--- src/rtl/mixop_arbiter.sv ---
// Round-robin arbiter in front of one shared mixed-arithmetic operator.
// The winner's operands are captured, evaluated once, and returned on a valid/ready port.
module mixop_arbiter #(
  parameter logic RR_INIT = 1'b0
) (
  input  logic        clk,
  input  logic        rst_n,
  input  logic        req0,
  input  logic [14:0] op0,
  input  logic [1:0]  mode0,
  output logic        gnt0,
  input  logic        req1,
  input  logic [14:0] op1,
  input  logic [1:0]  mode1,
  output logic        gnt1,
  output logic        rsp_valid,
  input  logic        rsp_ready,
  output logic        rsp_id,
  output logic [7:0]  rsp_data,
  output logic        busy
);

  typedef enum logic [1:0] {IDLE, CALC, RESP} state_t;

  state_t      state;
  logic        ptr;
  logic        win;
  logic        pick;
  logic [14:0] op_q;
  logic [1:0]  mode_q;
  logic [7:0]  a, b, c, d, e;
  logic [7:0]  m1, m2, m3, m4, res;

  // ptr only matters when both requesters are asking
  always_comb begin
    pick = ptr;
    if (req0 && !req1) pick = 1'b0;
    else if (req1 && !req0) pick = 1'b1;
  end

  assign a = {5'd0, op_q[14:12]};
  assign b = {5'd0, op_q[11:9]};
  assign c = {5'd0, op_q[8:6]};
  assign d = {5'd0, op_q[5:3]};
  assign e = {5'd0, op_q[2:0]};

  assign m1 = (a + b) * (c + d);
  assign m2 = a * c + b * d;
  assign m3 = ((a ^ b) + d) * (e & 8'd1);
  assign m4 = (m1 + m2) ^ (m3 >> 2);

  always_comb begin
    res = m1;
    unique case (mode_q)
      2'b00: res = m1;
      2'b01: res = m2;
      2'b10: res = m3;
      2'b11: res = m4;
    endcase
  end

  always_ff @(posedge clk) begin
    if (!rst_n) begin
      state     <= IDLE;
      ptr       <= RR_INIT;
      win       <= 1'b0;
      op_q      <= '0;
      mode_q    <= '0;
      gnt0      <= 1'b0;
      gnt1      <= 1'b0;
      rsp_valid <= 1'b0;
      rsp_id    <= 1'b0;
      rsp_data  <= 8'h00;
      busy      <= 1'b0;
    end else begin
      gnt0 <= 1'b0;
      gnt1 <= 1'b0;
      unique case (state)
        IDLE: begin
          if (req0 || req1) begin
            win    <= pick;
            ptr    <= ~pick;
            op_q   <= pick ? op1 : op0;
            mode_q <= pick ? mode1 : mode0;
            gnt0   <= ~pick;
            gnt1   <= pick;
            busy   <= 1'b1;
            state  <= CALC;
          end
        end
        CALC: begin
          rsp_data  <= res;
          rsp_id    <= win;
          rsp_valid <= 1'b1;
          state     <= RESP;
        end
        RESP: begin
          if (rsp_ready) begin
            rsp_valid <= 1'b0;
            busy      <= 1'b0;
            state     <= IDLE;
          end
        end
        default: state <= IDLE;
      endcase
    end
  end

endmodule

--- config.mk ---
export PLATFORM = sky130hd
export DESIGN_NAME = mixop_arbiter
export DESIGN_NICKNAME = d
export VERILOG_FILES = /design/src/rtl/mixop_arbiter.sv
export SDC_FILE = /design/constraint.sdc
export NUM_CORES = 1
export LEC_CHECK = 0
export BUFFER_PORTS_ARGS = -buffer_cell sky130_fd_sc_hd__buf_2
export CAP_MARGIN = 20
export CORE_UTILIZATION = 60
export CTS_CLUSTER_SIZE = 25
export DETAILED_ROUTE_END_ITERATION = 12
export GPL_ROUTABILITY_DRIVEN = 0
export HOLD_SLACK_MARGIN = 0.05
export PLACE_DENSITY = 0.86
export RECOVER_POWER = 100
export REMOVE_ABC_BUFFERS = 1
export SLEW_MARGIN = 20
export SYNTH_ARGS = -nofsm -noshare
export SYNTH_HDL_FRONTEND = slang
export SYNTH_SLANG_ARGS = --single-unit
export TNS_END_PERCENT = 5
--- constraint.sdc ---
create_clock -name clk -period 10.3 [get_ports clk]
set_input_delay 2.06 -clock clk [delete_from_list [all_inputs] [get_ports clk]]
set_output_delay 2.06 -clock clk [all_outputs]
set_load 0.02 [all_outputs]
==> results.cfg, run 1 <==
[cells_and_area]
fillers = 377
nets = 488
final_area_sq_mm = 0.00342
n_antenna_cell = 0
areaGrowthSynthToFinish_pct = 10.5
drive_above_1_share = 0.129

[timing]
max_slew.worst_pin.slew_ps = 971
period_minus_slack_ps = 4560
fin_skew_ps = 11.9
fmax_mhz = 219
fin_tns_setup_ps = 0
min_period_over_period = 0.443
worst_hold_slack_ps = 459
hold_violations = 0
setup_viol = 0
drv_slew = 0
relSlewSlack = 0.353
rsz0062_at_grt = no

[logic_synthesis]
avgSynthCellArea_sq_um = 8.83
netlist_instances = 351
ys_ff_latch = 32
synth_top_area_share = 0.207
synth_warnings = 0
synth_most_common_cell = ha_1
synth-edff-count = 0
synth_commonest_cells = ha_1, nor2_1, dfxtp_1
yosysUniqueCellTypes = 54
netlist_area_sq_mm = 0.00310
yosysSeqAreaShare = 0.207
async_flop_share = 0
ys_top_cells_by_area = dfxtp_1, ha_1, fa_1, mux2i_1, a211oi_1
synth_ff_type = dfxtp_1
synth_top_area_cell = dfxtp_1

[global_routing]
overflow = 0
antenna_found_initial = 0
grt_util_all_layers = 0.267
grt_pass1_vias = 2501
grt_pass1_wl_microns = 11100
grt_max_degree = 37

[route]
via_count = 2652
ant_nets = 0
routed_wirelength_microns = 6380
drc = 0
vias_per_cell = 5.75
initialDrtViolationCount = 130
wl_per_cell_microns = 13.8
drtPass1Iterations = 4

[clock_network]
cts_tree = done
cts_setup_buffers = 0
cts_buffers = 5
ctsHoldBuffers = 0
clk_latency_ps = 290
cts_resized = 0
htree_num_levels = 2
cts.sinks = 32
clock_path_buffers = 2
root_buffer = clkbuf_8
clk_pin_slew_worst_paths_ps = 70

[critical_path]
cp.required_ps = 10480
crit_type = flop to flop
critPathLaunch = op_q[3]
r2r_cells = 18
worstSetupEndpoint = rsp_data[7]
start_kind = flop
crit_fanout = 8
reg2reg_slack_ps = 5740
arrival_ps = 4740
reg2reg_from = op_q[3]
timing.rr.end = rsp_data[7]
crit_path_end_kind = flop

[die]
coreArea_sq_mm = 0.00485
die_y_microns = 73.9
row_count = 25
start_util = 0.639
fp.dieW_microns = 73.9
die_area_sq_mm = 0.00546
io_pins = 52

[placement]
hpwl_microns = 5040
portBuffers = 47
postPlaceCellArea_sq_mm = 0.00334

[pwr]
power_leakage_uw = 0.00169
power_per_cell_area_mw_per_mm2 = 154
peakVddDrop_mv = 0.138

[min_path]
min_path_type = flop to flop
hold_depth = 2

[run]
maxCapViolations = 0

[outcome]
status = complete, no violations
[critical path: stages, from the launching register on]
cell,delay [ps]
dfxtp_1,360
ha_1,260
fa_1,380
xor2_1,300
nand2_1,130
fa_1,510
inv_1,50
fa_1,530
fa_1,470
a21oi_1,160
nor2b_1,80
nor2_1,110
xnor2_1,90
ha_1,400
and2_1,220
a21oi_1,140
nor3_1,60
mux2i_1,130
nand2_1,60
[sequential cells by signal, indices dropped and copies added (netlist names)]
register   count
win            1
rsp_id         1
rsp_data       8
ptr            1
rsp_valid      1
gnt0           1
op_q          13
gnt1           1
state          2
mode_q         2
busy           1
[layout by cell type, fill, tap and decap left out, types with 7 or more instances in the layout]
cell	Yosys	final
clkbuf_1	5	17
mux2i_1	17	17
nor2_1	37	37
a211oi_1	20	20
nand3_1	7	7
a21o_1	7	7
buf_2	4	32
o21ai_0	17	19
nand2_1	18	18
and2_1	24	23
fa_1	17	17
a21oi_1	17	17
ha_1	39	39
dfxtp_1	32	32
inv_1	27	27
[per-layer routing]
metal	track usage	vias up	share of wire
met3	0.0357	12	0.034
met5	0	-	0
li1	-	1324	-
met1	0.340	1254	0.46
met2	0.468	62	0.49
met4	0.0769	0	0.014
[where the power goes]
part	internal, uW	total, uW	switching (uW)
logic	107	250	143
clock network	71.8	122	49.9
registers	138	157	18.3
total	317	528	211
[kinds of logic after synthesis]
family	share of synthesized area
buffers and inverters	0.0573
AO/OA/AOI/OAI	0.184
adder cells (fa/ha/maj)	0.271
flip-flops	0.207
AND/OR/NAND/NOR	0.188
XOR/XNOR	0.0282
multiplexers	0.0658
[worst min-delay path by stage]
| stage | startpoint | endpoint | slack, ps |
|---|---|---|---|
| after floorplan | win | rsp_id | 430 |
| after global placement | rsp_id | rsp_id | 440 |
| after detailed placement | rsp_id | rsp_id | 450 |
| after CTS | rsp_id | rsp_id | 460 |
| after global routing | rsp_id | rsp_id | 490 |
| final | rsp_id | rsp_id | 460 |
[final cells by class]
cell class	instances	area, sq um	area share
inverter	27	101	0.0296
multi-input combinational	279	2270	0.663
clock buffer	6	72.6	0.0212
timing repair buffer	48	220	0.0643
tap	67	83.8	0.0245
clock inverter	2	35.0	0.0102
sequential	32	641	0.187
[stage by stage]
| stage | std cells | worst slack, ps | utilization | power [uW] |
|---|---|---|---|---|
| final | 461 | 5740 | 0.706 | 528 |
| after global routing | 461 | 5390 | 0.706 | 568 |
| after CTS | 460 | 5730 | 0.712 | 530 |
| after detailed placement | 452 | 5750 | 0.690 | 407 |
| after global placement | 452 | 5850 | 0.690 | 396 |
| after floorplan | 338 | 6110 | - | 345 |
No activity file was read; power rests on OpenSTA's default activity.
==> run 2, diff against run 1 <==
CORE_UTILIZATION = 52   (was 60)
PLACE_DENSITY = 0.8   (was 0.86)
clock period = 4 ns   (was 10.3 ns; I/O delays follow)
==> run 2 against run 1 <==
Effect of this change: the flow now finishes with violations (negative setup slack); power rose to 3.0 times the previous value; sequential cell count did not move; sequential power grew to 2.6 times the previous value.
==> results.cfg, run 2 (synthesis gave the netlist of run 1 again) <==
[clock_network]
root_buffer = clkbuf_8
htree_num_levels = 2
ctsHoldBuffers = 0
cts_tree = done
clk_pin_slew_worst_paths_ps = 80
cts.sinks = 32
cts_buffers = 5
clk_latency_ps = 300
clock_path_buffers = 2

[global_routing]
grt-busiest-layer = met2
grt_util_all_layers = 0.269
antenna_found_initial = 0
grt_pass1_wl_microns = 13100
grtUsageMet3 = 0.0471
grt_use_met2 = 0.474
grt_max_degree = 37
overflow = 0
grt_pass1_vias = 2927
grtUsageMet1 = 0.314

[placement]
post-place-ws_ps = -354
dp.cells = 490
hpwl_microns = 5550
portBuffers = 47

[run]
maxCapViolations = 0

[critical_path]
timing.rr.end = rsp_data[6]
r2r_cells = 16
worstSetupEndpoint = rsp_data[6]
arrival_ps = 4400
slowest_delay_ps = 600
crit_type = flop to flop
crit_fanout = 5
worstPathCellList = ha_4 > fa_2 > nand2_2 > fa_1 > inv_1 > fa_1 > ha_1 > a211o_1 > a21oi_2 > nor2_4 > ha_4 > nor2_2 > nand3_1 > o211ai_2 > nor3_2 > a311oi_1
reg2reg_slack_ps = -200
start_kind = flop
critPathLaunch = op_q[12]
reg2reg_from = op_q[12]
slowest_stage = fa_2
cp.required_ps = 4200
crit_path_end_kind = flop

[timing]
rsz0062_at_grt = yes
min_period_over_period = 1.05
worst_slack_ps = -200
hold_violations = 0
worst_hold_slack_ps = 455
drv_slew = 0
fin_skew_ps = 10.9
setup_viol = 5
fmax_mhz = 238
max_slew.worst_pin.slew_ps = 1410
relSlewSlack = 0.0532
period_minus_slack_ps = 4200

[cells_and_area]
n_antenna_cell = 0
largestRegisters = op_q (13), rsp_data (8)
top_register = op_q
final_common_cell = buf_2
largest_register_ffs = 13
nets = 528
final_cell_mix = buf_2, buf_4, nor2_1, ha_1, dfxtp_1
drive_above_1_share = 0.343
fin_cells = 506
areaGrowthSynthToFinish_pct = 27.5

[pwr]
peakVddDrop_mv = 0.237
power_leakage_uw = 0.00195
power_per_cell_area_mw_per_mm2 = 402

[outcome]
violations = negative setup slack
status = complete, but fails checks

[die]
io_pins = 52
die_area_sq_mm = 0.00628
row_count = 27
start_util = 0.550
die_y_microns = 79.2
fp.dieW_microns = 79.2
coreArea_sq_mm = 0.00564

[route]
ant_nets = 0
drc = 0
initialDrtViolationCount = 160
drtPass1Iterations = 5
wl_per_cell_microns = 16.0
routed_wirelength_microns = 8080
via_count = 2916
vias_per_cell = 5.76

[min_path]
min_path_type = flop to flop
## run 2: cell types whose count changed in the layout (fill, tap and decap cells not counted), sizes merged
cell / before / now
buf: 32 / 88
clkinv: 1 / 3
bufinv: 1 / 0
clkbuf: 22 / 5
## run 2: stage by stage
| stage | total power, uW | TNS, ps | utilization | area [sq um] |
|---|---|---|---|---|
| 2_1_floorplan | 888 | -318 | - | 3020 |
| 3_3_place_gp | 1120 | -735 | 0.638 | 3600 |
| 3_5_place_dp | 1140 | -1180 | 0.638 | 3600 |
| 4_1_cts | 1470 | -428 | 0.675 | 3810 |
| 5_1_grt | 1710 | -1500 | 0.701 | 3950 |
| 6_report | 1590 | -745 | 0.701 | 3950 |
## run 2: power by group
part | internal (uW) | total [uW] | switching [uW]
clock network | 121 | 254 | 133
registers | 358 | 404 | 46.7
logic | 462 | 931 | 469
total | 940 | 1590 | 649
## run 2: cell type report
type | instances | area, sq um
tap | 72 | 90.1
inverter | 27 | 101
fill | 408 | 1690
multi-input combinational | 279 | 2470
clock inverter | 3 | 18.8
sequential | 32 | 647
timing repair buffer | 88 | 554
clock buffer | 5 | 68.8
## run 2: metal layers
layer	part of all wire	routed length, microns
met4	0.034	274
met3	0.038	310
met2	0.51	4130
met5	0	0
met1	0.42	3360
## run 2: critical path: cells and delay by family (launching register included)
| kind | cells | cell delay (ps) |
|---|---|---|
| flip-flops | 1 | 340 |
| AND/OR/NAND/NOR | 5 | 420 |
| adder cells (fa/ha/maj) | 6 | 2370 |
| buffers and inverters | 1 | 60 |
| AO/OA/AOI/OAI | 4 | 920 |
## run 2: how the worst min path moves through the flow
stage / start / endpoint / slack, ps / cells past startpoint
finish: rsp_id / rsp_id / 450 / 2
global route: rsp_id / rsp_id / 470 / 2
CTS: rsp_id / rsp_id / 450 / 2
detailed placement: rsp_id / rsp_id / 450 / 2
global placement: rsp_id / rsp_id / 440 / 2
floorplan: win / rsp_id / 430 / 2
## run 2: what timing repair did
item                                    in CTS  in global routing
endpoints found under the hold margin        0                  0
pin swaps                                   18                 17
endpoints found under the setup margin       5                  5
buffers inserted                             4                  3
resized for setup                           30                 20
